**src/rtl/ps2_note_voice_scheduler_if.sv**
```systemverilog
// Scan-code byte input and tone-generator slot outputs of the note voice scheduler.
interface ps2_note_voice_scheduler_if #(
    parameter int unsigned VOICES = 4
);
    logic                  code_valid;
    logic [7:0]            code;
    logic [VOICES-1:0]     voice_on;
    logic [4*VOICES-1:0]   voice_note;
    logic                  ovf;
    logic                  prefix_to;

    modport master (
        output code_valid, code,
        input  voice_on, voice_note, ovf, prefix_to
    );

    modport slave (
        input  code_valid, code,
        output voice_on, voice_note, ovf, prefix_to
    );
endinterface

```
**src/rtl/ps2_note_voice_scheduler.sv**
```systemverilog
// Decodes PS/2 set-2 make/break sequences for the piano keys and allocates
// the resulting notes across VOICES shared tone-generator slots.
module ps2_note_voice_scheduler #(
    parameter int unsigned VOICES      = 4,
    parameter int unsigned TIMEOUT_CYC = 50000
) (
    input  logic                          clk,
    input  logic                          rst_n,
    ps2_note_voice_scheduler_if.slave     bus
);
    localparam int unsigned CW = (TIMEOUT_CYC > 1) ? $clog2(TIMEOUT_CYC) : 1;

    localparam logic [1:0] S_IDLE   = 2'd0;
    localparam logic [1:0] S_BRK    = 2'd1;
    localparam logic [1:0] S_EXT    = 2'd2;
    localparam logic [1:0] S_EXTBRK = 2'd3;

    logic [1:0]            state_q, state_d;
    logic [CW-1:0]         cnt_q, cnt_d;
    logic [VOICES-1:0]     on_q, on_d;
    logic [4*VOICES-1:0]   note_q, note_d;
    logic                  ovf_q, ovf_d;
    logic                  pto_q, pto_d;

    logic [4:0]            km;
    logic [VOICES-1:0]     hit_oh;
    logic [VOICES-1:0]     freev;
    logic [VOICES-1:0]     free_oh;
    logic                  do_make;
    logic                  do_brk;

    // Returns {mapped, note} for a scan code.
    function automatic logic [4:0] key_map(input logic [7:0] c);
        case (c)
            8'h1C:   key_map = {1'b1, 4'd0};
            8'h1D:   key_map = {1'b1, 4'd1};
            8'h1B:   key_map = {1'b1, 4'd2};
            8'h24:   key_map = {1'b1, 4'd3};
            8'h23:   key_map = {1'b1, 4'd4};
            8'h2B:   key_map = {1'b1, 4'd5};
            8'h2C:   key_map = {1'b1, 4'd6};
            8'h34:   key_map = {1'b1, 4'd7};
            8'h35:   key_map = {1'b1, 4'd8};
            8'h33:   key_map = {1'b1, 4'd9};
            8'h3C:   key_map = {1'b1, 4'd10};
            8'h3B:   key_map = {1'b1, 4'd11};
            8'h42:   key_map = {1'b1, 4'd12};
            default: key_map = 5'd0;
        endcase
    endfunction

    always_ff @(posedge clk or negedge rst_n) begin
        if (!rst_n) begin
            state_q <= S_IDLE;
            cnt_q   <= '0;
            on_q    <= '0;
            note_q  <= '0;
            ovf_q   <= 1'b0;
            pto_q   <= 1'b0;
        end else begin
            state_q <= state_d;
            cnt_q   <= cnt_d;
            on_q    <= on_d;
            note_q  <= note_d;
            ovf_q   <= ovf_d;
            pto_q   <= pto_d;
        end
    end

    always_comb begin
        state_d = state_q;
        cnt_d   = cnt_q;
        on_d    = on_q;
        note_d  = note_q;
        ovf_d   = 1'b0;
        pto_d   = 1'b0;
        do_make = 1'b0;
        do_brk  = 1'b0;
        km      = key_map(bus.code);
        hit_oh  = '0;
        for (int i = 0; i < int'(VOICES); i++) begin
            if (on_q[i] && (note_q[4*i +: 4] == km[3:0])) hit_oh[i] = 1'b1;
        end
        // Lowest free slot as a one-hot mask.
        freev   = ~on_q;
        free_oh = freev & (~freev + VOICES'(1));

        if (bus.code_valid) begin
            cnt_d = '0;
            case (state_q)
                S_IDLE: begin
                    if (bus.code == 8'hF0)      state_d = S_BRK;
                    else if (bus.code == 8'hE0) state_d = S_EXT;
                    else                        do_make = km[4];
                end
                S_BRK: begin
                    do_brk  = km[4];
                    state_d = S_IDLE;
                end
                S_EXT:   state_d = (bus.code == 8'hF0) ? S_EXTBRK : S_IDLE;
                default: state_d = S_IDLE;
            endcase
        end else if (state_q != S_IDLE) begin
            if (cnt_q == CW'(TIMEOUT_CYC - 1)) begin
                state_d = S_IDLE;
                pto_d   = 1'b1;
                cnt_d   = '0;
            end else begin
                cnt_d = CW'(cnt_q + 1'b1);
            end
        end else begin
            cnt_d = '0;
        end

        // A repeat of a sounding note leaves every slot untouched.
        if (do_make && (hit_oh == '0)) begin
            if (freev == '0) begin
                ovf_d = 1'b1;
            end else begin
                on_d = on_q | free_oh;
                for (int i = 0; i < int'(VOICES); i++) begin
                    if (free_oh[i]) note_d[4*i +: 4] = km[3:0];
                end
            end
        end

        if (do_brk) begin
            for (int i = 0; i < int'(VOICES); i++) begin
                if (hit_oh[i]) begin
                    on_d[i]          = 1'b0;
                    note_d[4*i +: 4] = 4'd0;
                end
            end
        end
    end

    assign bus.voice_on   = on_q;
    assign bus.voice_note = note_q;
    assign bus.ovf        = ovf_q;
    assign bus.prefix_to  = pto_q;
endmodule

```
**src/flat_wrapper.sv**
```systemverilog
// flat-port wrapper written by rule: the top's interface ports become plain ports
module ps2_note_voice_scheduler_flat 
#(
    parameter int unsigned VOICES      = 4,
    parameter int unsigned TIMEOUT_CYC = 50000
)
  (clk, rst_n, bus_code_valid, bus_code, bus_voice_on, bus_voice_note, bus_ovf, bus_prefix_to);
  ps2_note_voice_scheduler_if #(.VOICES(VOICES)) bus_i ();
  input  logic clk;
  input  logic rst_n;
  input wire logic [$bits(bus_i.code_valid)-1:0] bus_code_valid;
  input wire logic [$bits(bus_i.code)-1:0] bus_code;
  output wire logic [$bits(bus_i.voice_on)-1:0] bus_voice_on;
  output wire logic [$bits(bus_i.voice_note)-1:0] bus_voice_note;
  output wire logic [$bits(bus_i.ovf)-1:0] bus_ovf;
  output wire logic [$bits(bus_i.prefix_to)-1:0] bus_prefix_to;
  assign bus_i.code_valid = bus_code_valid;
  assign bus_i.code = bus_code;
  assign bus_voice_on = bus_i.voice_on;
  assign bus_voice_note = bus_i.voice_note;
  assign bus_ovf = bus_i.ovf;
  assign bus_prefix_to = bus_i.prefix_to;
  ps2_note_voice_scheduler #(.VOICES(VOICES), .TIMEOUT_CYC(TIMEOUT_CYC)) u_core (.clk(clk), .rst_n(rst_n), .bus(bus_i));
endmodule
```
**config.mk**
```make
export PLATFORM = sky130hd
export DESIGN_NAME = ps2_note_voice_scheduler_flat
export DESIGN_NICKNAME = d
export VERILOG_FILES = /design/src/rtl/ps2_note_voice_scheduler_if.sv /design/src/rtl/ps2_note_voice_scheduler.sv /design/src/flat_wrapper.sv
export SDC_FILE = /design/constraint.sdc
export NUM_CORES = 1
export LEC_CHECK = 0
export CORE_ASPECT_RATIO = 2
export CORE_MARGIN = 8
export CORE_UTILIZATION = 55
export CTS_CLUSTER_DIAMETER = 100
export DETAILED_ROUTE_END_ITERATION = 16
export GPL_TIMING_DRIVEN = 1
export PLACE_DENSITY_LB_ADDON = 0.08
export SLEW_MARGIN = 0
export SYNTH_ARGS = -nofsm -noshare
export SYNTH_HDL_FRONTEND = slang
export SYNTH_SLANG_ARGS = --single-unit
```
**constraint.sdc**
```tcl
create_clock -name clk -period 5.3 [get_ports clk]
set_input_delay 0.795 -clock clk [delete_from_list [all_inputs] [get_ports clk]]
set_output_delay 0.795 -clock clk [all_outputs]
set_load 0.05 [all_outputs]
```
[Word level (Yosys, flattened, before mapping)]
Index checks and enable logic that the tools add are counted.
Operators by class
  $add $sub $neg: 2
  $mul: 0
  divide/modulo/power cells: 0
  $lt $le $gt $ge: 0
  equality and inequality tests: 23
  shift-type cells: 0
  mux-type cells: 44
  bitwise gates (word level): 4
  reductions and logical operators: 12
Operators with widths (number)
  two-way mux 16 bit: 6
  equality test 8 x 6 -> 1 bit, second input constant: 9
  case mux 5 bit (13 select lines): 1
  two-way mux 4 bit: 11
  equality test 8 x 5 -> 1 bit, second input constant: 3
  two-way mux 1 bit: 19
  adder 16 x 1 -> 16 bit, second input constant: 1
  equality test 16 bit, second input constant: 1
  equality test 4 bit: 4
  equality test 8 bit, second input constant: 2
  two-way mux 2 bit: 6
  equality test 8 x 7 -> 1 bit, second input constant: 1
  logical NOT 4 bit: 2
  inverter 4 bit: 2
  nonzero test 2 bit: 3
  logical AND 1 bit: 5
  adder 4 x 1 -> 4 bit, second input constant: 1
  AND 4 bit: 1
  inequality test 4 x 2 -> 1 bit, second input constant: 1
  OR 4 bit: 1
  case mux 2 bit (2 select lines): 1
  AND reduction 3 bit: 1
  equality test 2 x 1 -> 1 bit, second input constant: 1
  equality test 2 bit, second input constant: 1
  logical NOT 2 bit: 1
Storage, ports and cells
  bits in registers: 40
  latch bits: 0
  bits in writable memories: 0
  memory bits (read-only): 0
  logic and storage cells: 91
  memories: 0

[Depth between registers and ports, before layout]
Gate-level depths: netlist (run 1).
  word-level depth: 10
  depth in mapped cells: 11
  depth with buffers taken out: 7

[Worst setup path before layout (run 1)]
Ideal clock, no wire load.
  path kind: input -> register
  start: input port bus_code[3]
  end: register u_core.note_q[14], in the netlist u_core.bus.voice_note[14]
  setup time: 131 ps
  arrival: 3146 ps
  setup slack: 2023 ps
  cell stages on the path: 10
  cells stage by stage: buf_6 or4b_2 a21boi_2 a21oi_2 xnor2_1 or4_1 clkbuf_1 buf_2 a41oi_1 nor3_1
On the way
  cells in the longest elaborated chain, start to end: 10
  elaborated cells on any way between the ends: 41
Ends and longest elaborated chain
  start: declaration: RTL line flat_wrapper.sv:12  | input wire logic [$bits(bus_i.code)-1:0] bus_code;
  equality test 8 x 7 -> 1 bit (tied with other cells): RTL line ps2_note_voice_scheduler.sv:34  | case (c)
  case mux 5 bit (13 select lines): RTL line ps2_note_voice_scheduler.sv:34
  equality test 4 bit / two-way mux 1 bit (equally long branches): RTL line ps2_note_voice_scheduler.sv:82, ps2_note_voice_scheduler.sv:93
  logical AND 1 bit / two-way mux 1 bit (equally long branches): RTL line ps2_note_voice_scheduler.sv:82, ps2_note_voice_scheduler.sv:92
  two-way mux 1 bit (on tied branches): RTL line ps2_note_voice_scheduler.sv:82, ps2_note_voice_scheduler.sv:90
  logical NOT 4 bit / two-way mux 1 bit (equally long branches): RTL line ps2_note_voice_scheduler.sv:116, ps2_note_voice_scheduler.sv:88
  logical AND 1 bit: RTL line ps2_note_voice_scheduler.sv:116  | if (do_make && (hit_oh == '0)) begin
  two-way mux 16 bit: RTL line ps2_note_voice_scheduler.sv:116
  two-way mux 4 bit: RTL line ps2_note_voice_scheduler.sv:129  | if (hit_oh[i]) begin
  two-way mux 16 bit (*): RTL line ps2_note_voice_scheduler.sv:127  | if (do_brk) begin
  net u_core.note_d[14]: RTL line ps2_note_voice_scheduler.sv:21  | logic [4*VOICES-1:0] note_q, note_d;
  end signal: assignment: RTL line ps2_note_voice_scheduler.sv:64  | note_q <= note_d;
  end: declaration: RTL line ps2_note_voice_scheduler.sv:21
The timed path passes the listed nets; every way through them passes the cells marked *.
A chain may end at the register's enable or synchronous reset.

[Worst setup path in the final report (run 1)]
  start: input port bus_code[4]
  end: register u_core.note_q[0], in the netlist u_core.bus.voice_note[0]
Same word-level chain as after synthesis.

==> results of run 1 <==
-- layout make-up --
class                   instances  area [µm²]
fillers                       423        1710
multi-input cells             228        1600
flip-flops and latches         40        1000
repair buffers                 32         315
well taps                      57        71.3
clock buffers                   5        68.8
inverters                      10        37.5
clock inverters                 3        23.8
-- path summary, 6_finish.rpt --
| check | startpoint | endpoint |
|---|---|---|
| worst max register to register | u_core.bus.voice_note[9]$_DFF_PN0_ | u_core.bus.voice_note[0]$_DFF_PN0_ |
| worst min register to register | u_core.cnt_q[0]$_DFF_PN0_ | u_core.cnt_q[0]$_DFF_PN0_ |
| worst max-delay path | bus_code[4] | u_core.bus.voice_note[0]$_DFF_PN0_ |
| max in group asynchronous | rst_n | u_core.bus.voice_note[4]$_DFF_PN0_ |
| worst min-delay path | u_core.cnt_q[0]$_DFF_PN0_ | u_core.cnt_q[0]$_DFF_PN0_ |
| min in group asynchronous | rst_n | u_core.cnt_q[11]$_DFF_PN0_ |
-- power by group --
part	leakage [nW]	switching (mW)	total [mW]	internal, mW
Sequential	0.543	0.000576	0.306	0.305
Combinational	0.558	0.0362	0.0547	0.0184
Clock	0.0404	0.118	0.211	0.0932
-- cells in the mapped netlist, types with 2 or more instances --
cell / instances / area share, %
xnor2_1: 16 / 5.1
o21bai_1: 2 / 0.55
nand4b_1: 3 / 0.96
buf_6: 4 / 1.6
dfrtp_1: 40 / 37
nor2_1: 31 / 4.3
o21a_1: 2 / 0.55
a21oi_1: 6 / 1.1
nand3_1: 13 / 2.4
nor4_1: 12 / 2.7
o22ai_1: 3 / 0.69
nor3_1: 11 / 2.0
mux2i_1: 5 / 1.8
a22o_1: 3 / 0.96
and3_1: 7 / 1.6
xor2_1: 8 / 2.6
o21ai_0: 11 / 2.0
nor4_2: 2 / 0.92
clkbuf_1: 4 / 0.55
buf_2: 7 / 1.3
nor4bb_1: 2 / 0.73
o211ai_1: 3 / 0.82
a41oi_1: 11 / 3.5
inv_1: 10 / 1.4
nor2b_1: 4 / 0.92
nand2_1: 9 / 1.2
a211oi_1: 6 / 1.6
or4_1: 2 / 0.55
a211oi_2: 2 / 0.92
nand2b_1: 2 / 0.46
a21o_1: 3 / 0.82
and4_4: 2 / 0.82
o2111ai_1: 4 / 1.3
nand4_1: 9 / 2.1
-- stage by stage --
| step | setup WS, ns | utilization (%) | hold slack [ns] | std cells |
|---|---|---|---|---|
| after detailed placement | 1.01 | 62.7 | 0.487 | 367 |
| after floorplan | 2.02 | - | 0.455 | 294 |
| after global placement | 1.07 | 62.7 | 0.479 | 367 |
| after global routing | 1.11 | 64.6 | 0.529 | 375 |
| after CTS | 1.32 | 64.6 | 0.499 | 375 |
| final | 1.28 | 64.6 | 0.499 | 375 |
-- routing by layer --
layer | vias up | part of all wire [%] | track usage, % | wire length (µm)
li1 | 1172 | - | - | -
met1 | 1195 | 37 | 19.9 | 2690
met2 | 62 | 57 | 38.3 | 4160
met3 | 21 | 3.6 | 3.19 | 265
met4 | 0 | 3.2 | 9.53 | 237
met5 | - | 0 | 0 | 0
-- logic make-up after synthesis --
family          count (synthesis)  share of synthesized area (%)
compound gates                 70                           19.5
flops                          40                           36.6
buf+inv                        26                           4.99
simple gates                  127                           28.4
fa+ha+maj                       1                          0.458
xor+xnor                       24                           7.69
mux                             6                           2.38
-- worst max-delay path: stages --
cell	delay, ns
clkdlybuf4s50_1	0.63
or4b_2	0.74
a21boi_2	0.23
a21oi_2	0.13
xnor2_1	0.20
or4_1	0.90
and4_4	0.36
a211oi_1	0.23
-- sequential cells by signal, summed over array words and instances (netlist names) --
register and cells:
u_core.bus.ovf 1, u_core.bus.prefix_to 1, u_core.bus.voice_note 16, u_core.bus.voice_on 4
u_core.cnt_q 16, u_core.state_q 2
-- cell usage in the layout (no fill, tap or decap), types with 4 or more instances in the layout --
cell type / synthesis / layout
a211oi_1: 6 / 6
a21oi_1: 6 / 6
a41oi_1: 11 / 11
and3_1: 7 / 7
clkbuf_8: 0 / 5
clkdlybuf4s50_1: 0 / 31
dfrtp_1: 40 / 40
inv_1: 10 / 10
mux2i_1: 5 / 5
nand2_1: 9 / 9
nand3_1: 13 / 13
nand4_1: 9 / 9
nor2_1: 31 / 31
nor2b_1: 4 / 4
nor3_1: 11 / 11
nor4_1: 12 / 12
o2111ai_1: 4 / 4
o21ai_0: 11 / 11
xnor2_1: 16 / 16
xor2_1: 8 / 8
==> results by group, run 1 <==
Clock network
  • Total CTS buffers: 5
  • Post_cts resized: 0
  • Max clock buf depth: 2
  • CTS Root Cell: clkbuf_8
  • Post-CTS Setup Inserts: 0
  • Hold-fix buffers, CTS: 0
  • H-Tree Level Count: 2
  • CTS tree: yes
  • Worst-path clk slew: 0.08 ns
  • Clk Latency, worst-skew pair: 0.30 ns
  • Count of clock tree sinks: 40

Yosys
  • Post-synth top flop: dfrtp_1
  • Synth Net Count: 306
  • Post-synth EDFFs: 0
  • Synth Area per Inst: 9.30 µm²
  • Synth Register Bits: 40
  • Mapped Cells: 294
  • YS warnings: 0
  • Netlist cell types: 69
  • Synthesized area: 2730 µm²
  • Ys async rst share: 100%
  • Post-synthesis sequential area ratio: 36.6%

Cells and area
  • ANT cells: 0
  • Area Growth Syn to Fin: 13.9%
  • Final net count: 329
  • Layout cells sized above 1: 9.75%
  • Fin area: 3110 µm²

STA
  • Clock skew: 0.00319 ns
  • Min cycle time layout: 4.02 ns
  • TNS Setup: 0 ns
  • Slew headroom: 25.4%
  • Period utilization: 75.8%
  • Unrepaired setup endpoints after global routing: false
  • Final Max Slew Viols: 0
  • Final Hold Fails: 0
  • Fmax: 249 MHz
  • Final setup fails: 0
  • Worst Tran Pin Value: 1.11 ns

Worst setup path
  • R2R Setup Slk: 2.81 ns
  • Critical path launch point type: input port
  • Crit-path max FO: 23
  • CP required: 5.51 ns
  • Critical path data arrival time: 4.23 ns
  • CP Capture Type: register
  • Kind of critical path: input port to register
  • R2R cell count: 5

Floorplan
  • # IOs: 33
  • Site Rows: 36
  • Die area: 7620 µm²
  • Initial Util: 56.7%
  • Die Y: 116 µm
  • Core footprint: 4820 µm²
  • Die width: 65.9 µm

Power and ir drop
  • Lkg Pwr: 1.14 nW
  • VDD IR max: 0.000208 V
  • PnR Total Power: 571 µW
  • Pwr per Cell Area: 183 nW/µm²

Place
  • Number of port buffers: 32
  • DP Wirelength: 5540 µm
  • Dpl cell area: 3020 µm²
  • GP Congestion: 0.951

Min path
  • HP Class: register to register
  • Worst hold path cell count: 1

Detailed routing
  • Via density per instance: 6.53
  • Antenna Nets Post-Route: 0
  • Vias: 2,450
  • # DRC: 0
  • WL/cell: 19.6 µm
  • DR iter-0 viols: 99
  • Final wirelength: 7350 µm
  • Pre-antenna DRT Iters: 4

Status
  • Outcome: finished clean

Flow run
  • Max Cap Viol: 0

GRT
  • Gr usage total: 20.1%
  • Initial antenna violation count: 0
  • Overflow after GRT: 0
  • First-pass GRT wire length: 12,000 µm
  • Vias in the first global route: 2,487
  • Largest net degree at the start of global routing: 41
(Power assumes the default switching activity.)
==> inputs of run 2 (changes only) <==
Clock period 5.3 ns to 3.91 ns, I/O delays scaled along.
==> results by group, run 2 (synthesis results as in run 1) <==
GRT
  • M2 GR Usage: 40.2% (was 38.3%)
  • M3 GR Usage: 4.07% (was 3.19%)
  • Initial antenna violation count: 0 (unchanged)
  • Most used routing layer in global routing: met2 (unchanged)
  • Largest net degree at the start of global routing: 41 (unchanged)
  • First-pass GRT wire length: 12,700 µm (was 12,000 µm)
  • Vias in the first global route: 2,600 (was 2,487)
  • Met1 usage: 20.4% (was 19.9%)
  • Overflow after GRT: 0 (unchanged)
  • Gr usage total: 21.6% (was 20.1%)

Min path
  • HP Class: input port to asynchronous set/reset pin (was register to register)

Detailed routing
  • Antenna Nets Post-Route: 0 (unchanged)
  • WL/cell: 20.3 µm (was 19.6 µm)
  • DR iter-0 viols: 164 (was 99)
  • # DRC: 0 (unchanged)
  • Final wirelength: 7860 µm (was 7350 µm)
  • Pre-antenna DRT Iters: 4 (unchanged)
  • Via density per instance: 6.70 (was 6.53)
  • Vias: 2,600 (was 2,450)

Clock network
  • Post_cts resized: 0 (unchanged)
  • Total CTS buffers: 5 (unchanged)
  • Post-CTS Setup Inserts: 0 (unchanged)
  • H-Tree Level Count: 2 (unchanged)
  • CTS tree: yes (unchanged)
  • Clk Latency, worst-skew pair: 0.31 ns (was 0.30 ns)
  • CTS Root Cell: clkbuf_8 (unchanged)
  • Worst-path clk slew: 0.08 ns (about the same)
  • Count of clock tree sinks: 40 (unchanged)
  • Hold-fix buffers, CTS: 0 (unchanged)
  • Max clock buf depth: 2 (unchanged)

Worst setup path
  • Worst path bufs/invs: 1 (unchanged)
  • CP delay by family, top: simple AND/OR/NAND/NOR gates (unchanged)
  • R2R Setup Slk: 1.56 ns (was 2.81 ns)
  • Critical path data arrival time: 3.67 ns (was 4.23 ns)
  • CP max-delay cell: or4_1 (unchanged)
  • CP Capture Type: register (unchanged)
  • Kind of critical path: input port to register (unchanged)
  • CP required: 4.11 ns (was 5.51 ns)
  • Critical path launch point type: input port (unchanged)
  • CP cell instances: clkdlybuf4s50_1, or4b_2, a21boi_2, a21oi_2, xnor2_1, or4_1, and4_4, a211oi_1 (unchanged)
  • Slowest cell delay on critical path: 0.77 ns (was 0.90 ns)
  • Crit-path max FO: 12 (was 23)

Cells and area
  • Final core utilization: 67.1% (was 64.6%)
  • Final net count: 342 (was 329)
  • Fin area: 3240 µm² (was 3110 µm²)
  • Commonest cells after routing, fill and taps aside: dfrtp_1 (40), nor2_1 (31), clkdlybuf4s50_1 (31) (unchanged)
  • Most common cell after layout, fill and taps aside: dfrtp_1 (unchanged)
  • Fill cells: 423 (unchanged)
  • Layout cells sized above 1: 13.3% (was 9.75%)
  • ANT cells: 0 (unchanged)
  • Area Growth Syn to Fin: 18.4% (was 13.9%)

Place
  • Number of port buffers: 32 (unchanged)
  • DP Wirelength: 5850 µm (was 5540 µm)
  • GP Congestion: 0.933 (was 0.951)
  • Dpl cell area: 3120 µm² (was 3020 µm²)

STA
  • Min cycle time layout: 3.47 ns
  • Unrepaired setup endpoints after global routing: false (unchanged)
  • Period utilization: 88.6%
  • Clock skew: 0.0122 ns (was 0.00319 ns)
  • Fmax: 289 MHz
  • TNS Setup: 0 ns (unchanged)
  • Final Max Slew Viols: 0 (unchanged)
  • Final Hold Fails: 0 (unchanged)
  • Worst Tran Pin Value: 1.14 ns (was 1.11 ns)
  • Slew headroom: 23.7% (was 25.4%)
  • Final setup fails: 0 (unchanged)

Floorplan
  • Initial Util: 56.7% (unchanged)
  • Die area: 7620 µm² (unchanged)
  • # IOs: 33 (unchanged)
  • Die Y: 116 µm (unchanged)
  • Site Rows: 36 (unchanged)
  • Core footprint: 4820 µm² (unchanged)
  • Die width: 65.9 µm (unchanged)

Power and ir drop
  • VDD IR max: 0.000414 V (was 0.000208 V)
  • PnR Total Power: 843 µW (was 571 µW)
  • Pwr per Cell Area: 260 nW/µm² (was 183 nW/µm²)
  • Lkg Pwr: 1.22 nW (was 1.14 nW)

Flow run
  • Max Cap Viol: 0 (unchanged)

Status
  • Outcome: finished clean (unchanged)
-- run 2: final timing paths --
path / start / to / cells after the start
worst max-delay path: bus_code[5] / u_core.bus.voice_note[0]$_DFF_PN0_ / 8
worst min-delay path: rst_n / u_core.cnt_q[13]$_DFF_PN0_ / 1
worst max register to register: u_core.bus.voice_note[9]$_DFF_PN0_ / u_core.bus.voice_note[0]$_DFF_PN0_ / 5
worst min register to register: u_core.cnt_q[0]$_DFF_PN0_ / u_core.cnt_q[0]$_DFF_PN0_ / 1
max in group asynchronous: rst_n / u_core.cnt_q[6]$_DFF_PN0_ / 1
min in group clk: u_core.cnt_q[0]$_DFF_PN0_ / u_core.cnt_q[0]$_DFF_PN0_ / 1
-- run 2: area by class of cell --
| cell class | instances | area, µm² | area share, % |
|---|---|---|---|
| Clock buffer | 5 | 68.8 | 2.13 |
| Clock inverter | 3 | 47.5 | 1.47 |
| Inverter | 10 | 37.5 | 1.16 |
| Multi-Input combinational cell | 228 | 1600 | 49.3 |
| Sequential cell | 40 | 1000 | 30.9 |
| Tap cell | 57 | 71.3 | 2.20 |
| Timing Repair Buffer | 45 | 413 | 12.8 |
-- run 2: power by group --
part / total (mW) / switching [mW] / internal [mW]
clock network: 0.348 / 0.156 / 0.192
logic: 0.0802 / 0.0503 / 0.0299
registers: 0.415 / 0.000842 / 0.414
total: 0.843 / 0.207 / 0.636
-- run 2: routing by layer --
metal,part of all wire [%],up-vias,routed length [µm]
met2,55,86,4320
li1,-,1201,-
met1,36,1285,2810
met5,0,-,0
met4,5.0,0,393
met3,4.3,28,335
-- run 2: metrics by stage --
step	setup WS (ns)	hold slack [ns]	std cells
after detailed placement	0.169	0.485	380
after global placement	0.209	0.470	380
final	0.444	0.409	388
after floorplan	0.842	0.291	294
after CTS	0.492	0.426	388
after global routing	0.243	0.482	388
==> RTL edit, RTL diff (settings of run 1) <==
`TIMEOUT_CYC` is set to 50000 in 2 places; all go to 100000.
--- a/src/rtl/ps2_note_voice_scheduler.sv
+++ b/src/rtl/ps2_note_voice_scheduler.sv
@@ -2,7 +2,7 @@
 // the resulting notes across VOICES shared tone-generator slots.
 module ps2_note_voice_scheduler #(
     parameter int unsigned VOICES      = 4,
-    parameter int unsigned TIMEOUT_CYC = 50000
+    parameter int unsigned TIMEOUT_CYC = 100000
 ) (
     input  logic                          clk,
     input  logic                          rst_n,
--- a/src/flat_wrapper.sv
+++ b/src/flat_wrapper.sv
@@ -2,7 +2,7 @@
 module ps2_note_voice_scheduler_flat 
 #(
     parameter int unsigned VOICES      = 4,
-    parameter int unsigned TIMEOUT_CYC = 50000
+    parameter int unsigned TIMEOUT_CYC = 100000
 )
   (clk, rst_n, bus_code_valid, bus_code, bus_voice_on, bus_voice_note, bus_ovf, bus_prefix_to);
   ps2_note_voice_scheduler_if #(.VOICES(VOICES)) bus_i ();
Behaviour: same outputs for any inputs over 10 cycles, from zero or initial values and one cycle with rst_n low; that may be too few to reach the edited logic, so the function may still have changed.
==> RTL edit against run 1 <==
Synthesized area down 12%. Wire length down 23%. Non-clock buffer count up 1. Final area down 9.6%. Sequential cell count up 1. Global-route usage down 2.9 points. Clock skew up 0.73 ps. Setup slack worse by 180 ps. Register-to-register slack better by 180 ps. First-iteration DRC count up 2.0%. Fmax down 4.2%.
Power is not compared: it rests on default switching activity, and its combinational part moved more than twofold at a synthesized area within 25%.
==> RTL edit: results (changes against run 1) <==
Yosys
  – Largest cells by area after synthesis: dfrtp_1 (43%), xor2_1 (7.0%), nor2_1 (6.4%) (was dfrtp_1 (37%), xnor2_1 (5.1%), nor2_1 (4.3%))
  – Synth unique cells: 43 (was 69)
  – Sequential area share after synthesis: 0.429 (was 0.366)
  – Post-synth top flop: dfrtp_1 (unchanged)
  – Synth Net Count: 269 (was 306)
  – Most instantiated cells after synthesis: dfrtp_1 (41), nor2_1 (41), xor2_1 (19) (was dfrtp_1 (40), nor2_1 (31), xnor2_1 (16))

Clocking
  – Clk root buf: clkbuf_8 (unchanged)
  – Clk buf depth: 2 (unchanged)
  – TritonCTS buffer count: 5 (unchanged)
  – Worst skew pair latency: 290 ps
  – H-tree Lvls: 2 (unchanged)
  – Setup bufs post-CTS: 0 (unchanged)

Cells and area
  – Total Nets Final: 296 (was 329)
  – Ant. Diodes: 0 (unchanged)
  – Layout cell share with drive strength beyond 1: 0.0634 (was 0.0975)
  – Fillers: 387 (was 423)

Drt
  – WL met3: 294 um (was 265 um)
  – Total routed wirelength: 5640 um (was 7350 um)
  – Router iterations before antenna repair: 4 (unchanged)
  – Vias: 2039 (was 2450)
  – Met2 WL: 2810 um (was 4160 um)
  – Initial drt markers: 101 (was 99)
  – DR top layer: met4 (unchanged)
  – Met1 wire length: 2460 um (was 2690 um)
  – DRC: 0 (unchanged)

Worst hold path
  – Hold Path Class: reg2reg (unchanged)

Global routing
  – GRT Total Usage: 0.172 (was 0.201)
  – First-pass GRT wire length: 9740 um (was 12000 um)
  – Vias in the first global route: 2071 (was 2487)
  – Pin count of the biggest net entering global routing: 42 (was 41)

Placement
  – Placer Congestion: 0.932 (was 0.951)
  – Dpl ws: 827 ps (was 1010 ps)
  – Dpl hpwl: 4040 um (was 5540 um)

Status
  – Status: completed (unchanged)

Power
  – Peak supply drop: between 0.4 and 0.5 mV
  – P_leak: 1.13 nW

Timing
  – Rel. slew slack: 0.413 (was 0.254)
  – Clk_skew: 3.91 ps (was 3.19 ps)

Critical path
  – CP Max Fanout: 17 (was 23)
## RTL edit: cell count changes after synthesis, moves of 7 or more
cell / run 1 / this run
nor4_1: 12 / 4
xor2_1: 8 / 19
nor2_1: 31 / 41
nand2_1: 9 / 16
a41oi_1: 11 / 0
o41ai_1: 1 / 14
o21ai_0: 11 / 4
inv_1: 10 / 3
## RTL edit: layer usage
layer	GRT usage	up-vias
li1	-	984
met1	0.199	995
met2	0.296	54
met3	0.0490	6
met4	0.0624	0
met5	0	-
## RTL edit: critical path, cell delays in order
cell and delay [ps]:
clkdlybuf4s50_1 680, or3b_4 460, or4_4 500, o211ai_4 170, xor2_1 190, nor4_1 100
or3_1 620, or4_4 620, o221a_1 240
## RTL edit: kinds of logic (layout without fill, tap and decap cells)
kind of cell | after synthesis | in the layout | synth area share
xor+xnor | 34 | 34 | 0.124
fa+ha+maj | 1 | 1 | 0.00523
compound gates | 50 | 50 | 0.158
buf+inv | 16 | 43 | 0.0293
mux | 1 | 1 | 0.00418
simple gates | 114 | 114 | 0.250
flops | 41 | 41 | 0.429
## RTL edit: layout make-up
cell class	instances	area, um^2	area share
Multi-Input combinational cell	200	1300	0.461
Timing Repair Buffer	33	323	0.115
Sequential cell	41	1030	0.364
Inverter	3	11.3	0.00400
Clock buffer	6	82.6	0.0293
Tap cell	54	67.6	0.0240
Clock inverter	1	7.51	0.00267
## RTL edit: path summary, 6_finish.rpt
| path | from | end | slack (ps) | cells past startpoint |
|---|---|---|---|---|
| worst max-delay path | bus_code[5] | u_core.bus.voice_note[11] | 1100 | 9 |
| worst min-delay path | u_core.cnt_q[0] | u_core.cnt_q[0] | 500 | 1 |
| worst max register to register | u_core.bus.voice_note[13] | u_core.bus.voice_note[11] | 2990 | 6 |
| worst min register to register | u_core.cnt_q[0] | u_core.cnt_q[0] | 500 | 1 |
| max in group asynchronous | rst_n | u_core.bus.voice_note[2] | 4130 | 1 |
| min in group asynchronous | rst_n | u_core.bus.voice_note[14] | 620 | 1 |
## RTL edit: stage by stage
step,std cells,instance area [um^2],utilization
detailed placement,331,2730,0.641
global route,338,2820,0.662
floorplan,257,2390,-
global placement,331,2730,0.641
finish,338,2820,0.662
CTS,338,2820,0.662
## RTL edit: power breakdown
part / internal [W] / switching, W / total (W)
logic: 0.000153 / 0.000289 / 0.000442
clock network: 0.000103 / 0.000106 / 0.000209
registers: 0.000358 / 0.0000614 / 0.000420
